## config.mk

```make
export PLATFORM = sky130hd
export DESIGN_NAME = gerador_sequencia
export DESIGN_NICKNAME = d
export VERILOG_FILES = /design/src/rtl/gerador_sequencia.sv
export SDC_FILE = /design/constraint.sdc
export NUM_CORES = 1
export LEC_CHECK = 0
export CAP_MARGIN = 20
export CORE_ASPECT_RATIO = 1.1
export CORE_UTILIZATION = 34
export CTS_BUF_LIST = sky130_fd_sc_hd__clkbuf_8 sky130_fd_sc_hd__clkbuf_16
export DETAILED_ROUTE_END_ITERATION = 8
export PLACE_DENSITY = 0.65
export SLEW_MARGIN = 10
export SYNTH_ARGS = -nofsm -noshare
export SYNTH_HDL_FRONTEND = slang
export SYNTH_SLANG_ARGS = --single-unit
```

## constraint.sdc

```tcl
create_clock -name clock -period 3.3 [get_ports clock]
set_input_delay 0.33 -clock clock [delete_from_list [all_inputs] [get_ports clock]]
set_output_delay 0.33 -clock clock [all_outputs]
set_load 0.005 [all_outputs]
```

## src/rtl/gerador_sequencia.sv

```systemverilog
// gerador_sequencia: LFSR word generator that writes num_palavras pseudo-random LED words to memory.
// Optional macro GERADOR_CODIGO_VALIDO_EN maps reserved 2'b11 LED codes in Entrada to 2'b00.
module gerador_sequencia #(
  parameter int bits_palavra  = 64,
  parameter int end_registros = 10,
  parameter int PASSOS        = 8
) (
  input  logic                     clock,
  input  logic                     reset,
  input  logic                     iniciar,
  input  logic [31:0]              semente,
  input  logic [end_registros-1:0] num_palavras,
  output logic                     Hab_Escrita,
  output logic [end_registros-1:0] endereco,
  output logic [bits_palavra-1:0]  Entrada,
  output logic                     ocupado,
  output logic                     pronto
);
  typedef enum logic [2:0] {IDLE, SEED, GEN, WRITE, DONE} state_t;
  localparam logic [63:0] TAPS = 64'hD800_0000_0000_0000;
  localparam int PW = PASSOS > 1 ? $clog2(PASSOS) : 1;
  state_t state, state_nx;
  logic [63:0] lfsr, lfsr_step;
  logic [31:0] semente_q;
  logic [end_registros-1:0] num_q, ultimo;
  logic [PW-1:0] passo;
  logic ultimo_passo;
  function automatic logic [bits_palavra-1:0] filtro(input logic [63:0] v);
    logic [bits_palavra-1:0] w;
    w = v[bits_palavra-1:0];
`ifdef GERADOR_CODIGO_VALIDO_EN
    for (int i = 0; i < bits_palavra / 2; i++)
      if (w[2*i +: 2] == 2'b11) w[2*i +: 2] = 2'b00;
`endif
    return w;
  endfunction
  // a count of 0 wraps to all-ones, so the run covers the whole address space
  assign ultimo       = num_q - end_registros'(1);
  assign ultimo_passo = passo == PW'(PASSOS - 1);
  assign lfsr_step    = lfsr[0] ? (lfsr >> 1) ^ TAPS : lfsr >> 1;
  always_ff @(posedge clock or negedge reset)
    if (!reset) state <= IDLE;
    else        state <= state_nx;
  always_comb begin
    state_nx = state;
    case (state)
      IDLE:    state_nx = iniciar ? SEED : IDLE;
      SEED:    state_nx = GEN;
      GEN:     state_nx = ultimo_passo ? WRITE : GEN;
      WRITE:   state_nx = endereco == ultimo ? DONE : GEN;
      default: state_nx = IDLE;
    endcase
  end
  always_comb begin
    Hab_Escrita = state == WRITE;
    ocupado     = state != IDLE;
    pronto      = state == DONE;
  end
  always_ff @(posedge clock or negedge reset)
    if (!reset) begin
      lfsr      <= '0;
      semente_q <= '0;
      num_q     <= '0;
      passo     <= '0;
      endereco  <= '0;
      Entrada   <= '0;
    end else begin
      if (state == IDLE && iniciar) begin
        semente_q <= semente;
        num_q     <= num_palavras;
      end
      if (state == SEED) begin
        lfsr     <= {semente_q, ~semente_q};
        passo    <= '0;
        endereco <= '0;
      end
      if (state == GEN) begin
        lfsr  <= lfsr_step;
        passo <= ultimo_passo ? '0 : passo + PW'(1);
      end
      if (state == GEN && ultimo_passo) Entrada <= filtro(lfsr_step);
      if (state == WRITE && state_nx == GEN) endereco <= endereco + end_registros'(1);
    end
endmodule

```

==> results_dict.tcl <==
set metrics [dict create \
    grt_max_degree 79 \
    synthXorXnorAreaFrac 0.01991 \
    timing.final.crit_period_ns 2.861 \
    syn_nets 698 \
    finClkSkew_ns 0.01224 \
    hold_viol 0 \
    coreArea_mm2 0.02286 \
    firstDrtPassIters 4 \
    hold_start "num_palavras[0]" \
    ant_nets 0 \
    chipWidth_um 147.5 \
    rsz0062_at_grt "no" \
    clock.fmax_mhz 349.5 \
    r2r-start "num_q[0]$_DFFE_PN0P_" \
    r2r_slack_ns 0.44 \
    min_path_type "input port to flip-flop" \
    h-tree-depth 4 \
    crit_family "simple AND/OR/NAND/NOR gates" \
    antenna_found_initial 0 \
    whs_endpoint "num_q[0]$_DFFE_PN0P_" \
    max_slew_margin 0.5490 \
    finalCritPeriodShare 0.8669 \
    vias 5265 \
    synth_top_family_by_area "multiplexers" \
    critPathCaptureType "flip-flop" \
    synth.avg_cell_area_um2 12.20 \
    drc_errors 0 \
    areaGrowthSynthToFinish_pct 27.33 \
    post-dp-hpwl_mm 11.09 \
    clock_sinks 186 \
    crit_fanout 19 \
    slew_violations 0 \
    cp-startpoint "num_q[0]$_DFFE_PN0P_" \
    totalWireLength_mm 17.19 \
    leakage_uw 0.004575 \
    cts_tree "yes" \
    num_antenna_cells 0 \
    synthSimpleGateAreaFrac 0.08831 \
    fin_tns_setup_ns 0 \
    grt_pass1_wl_mm 28.66 \
    place_ws_ns 0.4680 \
    routedWlPerCell_um 16.06 \
    first_global_vias 5424 \
    die_h_um 162.1 \
    synth_area_mm2 0.007920 \
    synth_seq_cells 186 \
    grtUsageTotal 0.1530 \
    clock_latency_ns 0.43 \
    status "finished clean" \
    synth_mux_area_frac 0.1870 \
    reg2reg_to "endereco[8]$_DFFE_PN0P_" \
    worst-endpoint-required_ns 3.61 \
    synth_cells 649 \
    powerDensity_mw_per_mm2 901.6 \
    drt_iter0_markers 206 \
    crit_path_top_delay_cell "or4_1" \
    synthFlopType "dfrtp_1" \
    ys_async_sr_fraction 1.000 \
    worstSetupStartpointType "flip-flop" \
    synth_edf_count 0 \
    worstPathCellList "inv_1, ha_1, nor3b_1, a221o_1, nand2_1, o2111a_1, or4_1, a31o_1" \
    crit_arrival_ns 3.17 \
    synth_cell_types 44 \
    cts_buffer_depth 2 \
    layout-drive-gt1-share 0.1987 \
    synthAdderAreaFrac 0.006319 \
    initial_core_util 0.3465 \
    setup_viol 0 \
    path_buf_inv 1 \
    grt_overflow_total 0 \
    root_buffer "clkbuf_16" \
    ys_seq_area_frac 0.5877 \
    clk_pin_slew_ns 0.08 \
    reg2reg_depth 8 \
    ios 122 \
    dieArea_mm2 0.02391 \
    max_stage_delay_ns 0.59 \
    critical_path_class "flip-flop to flip-flop" \
    maxCapViolCount 0 \
    globalplace.congestion 0.7671 \
    setup_slack_ns 0.4391 \
    worst_slew_pin_slew_ns 0.6765 \
    synth_compound_area_frac 0.08831 \
    cts_made_buffers 17 \
    ys.warnings.count 0 \
    hold_depth 3 \
    io_buffers 121 \
    viasPerCell 4.921 \
    peakVddDrop_mv 0.3658 \
    nets 806 \
    fp-row-count 58 \
]
==> power by group <==
part / leakage, uW / switching (uW) / internal [uW]
registers: 0.00239 / 787 / 3230
logic: 0.00189 / 1270 / 1750
clock network: 0.000293 / 965 / 1100
total: 0.00458 / 3020 / 6070
==> cells in the final DEF, fill, tap and decap left out, types with 7 or more instances in the layout <==
master           synthesis  layout
dfrtp_1                186     186
clkdlybuf4s50_1          0     120
mux2_2                 104     104
nand2_1                 68      68
o21ai_0                 53      53
nor2_1                  40      39
mux2i_1                 31      31
a21oi_1                 18      18
clkbuf_16                0      17
a221o_1                 16      16
nand3_1                 14      14
xnor2_1                 11      11
xor2_1                   7       7
o211ai_1                 7       7
==> worst max path at each step <==
stage	depth (start not counted)	slack, ns	to
5_1_grt	8	0.19	endereco[9]$_DFFE_PN0P_
4_1_cts	8	0.43	endereco[9]$_DFFE_PN0P_
3_5_place_dp	8	0.47	endereco[9]$_DFFE_PN0P_
6_report	8	0.44	endereco[8]$_DFFE_PN0P_
3_3_place_gp	8	0.55	endereco[8]$_DFFE_PN0P_
2_1_floorplan	9	0.83	endereco[8]$_DFFE_PN0P_
==> synthesized netlist by cell type (3+ instances only) <==
library cell  number  share of area
a21oi_1           18          0.011
nor3b_1            4         0.0038
or4_1              5         0.0047
inv_1              4         0.0019
xor2_1             7         0.0077
ha_1               4         0.0063
xnor2_1           11          0.012
clkbuf_1          33          0.016
o211ai_1           7         0.0066
mux2i_1           31          0.039
o21ai_0           53          0.033
mux2_2           104           0.15
nand3_1           14         0.0088
dfrtp_1          186           0.59
a221o_1           16          0.020
nand2_1           68          0.032
a22o_1             3         0.0033
nor2_1            40          0.019
buf_1              6         0.0028
==> kinds of logic after synthesis <==
kind of cell,Yosys count
buf+inv,45
xor+xnor,18
fa+ha+maj,4
simple gates,152
flops,186
compound gates,109
mux,135
==> final cells by class <==
type                            count  area, um^2
Fill cell                        2177       12770
Sequential cell                   186        4654
Multi-Input combinational cell    418        3110
Timing Repair Buffer              130        1335
Clock buffer                       18       439.2
Tap cell                          300       375.4
Clock inverter                     14       155.1
Inverter                            4       15.01
==> worst reg2reg max path: cells and delay by family, from the launching register on <==
kind,cells,cell delay [ns]
buffers and inverters,1,0.10
AO/OA/AOI/OAI,3,0.94
adder cells (fa/ha/maj),1,0.18
AND/OR/NAND/NOR,3,1.12
flip-flops,1,0.42
==> flip-flops by register name (all words and copies together) (netlist names) <==
signal	flops
num_q	10
lfsr	64
semente_q	32
state	3
endereco	10
Entrada	64
passo	3
==> what timing repair did <==
item / 4_1_cts / 5_1_grt
resized for setup: 0 / 0
endpoints found under the hold margin: 76 / 0
hold buffers: 1 / 0
endpoints found under the setup margin: 0 / 0
buffers inserted: 0 / 0
==> metal layers <==
layer	part of all wire	GRT usage	up-vias	wire (um)
met5	0	0	-	0
met4	0.0075	0.04264	0	129
met3	0.032	0.03315	8	547
met2	0.49	0.2526	83	8401
met1	0.47	0.2024	2651	8107
li1	-	-	2523	-
==> per-stage QoR <==
step,total power [uW],area (um^2),cells,utilization,hold slack (ns)
after global routing,9762,10080,1070,0.4412,0.4904
after detailed placement,7125,9480,1037,0.4147,0.4245
after floorplan,5720,7920,649,-,0.03441
final,9093,10080,1070,0.4412,0.4825
after CTS,9241,10080,1070,0.4412,0.4582
after global placement,7034,9480,1037,0.4147,0.4208
Power figures use the tool's default switching activity.
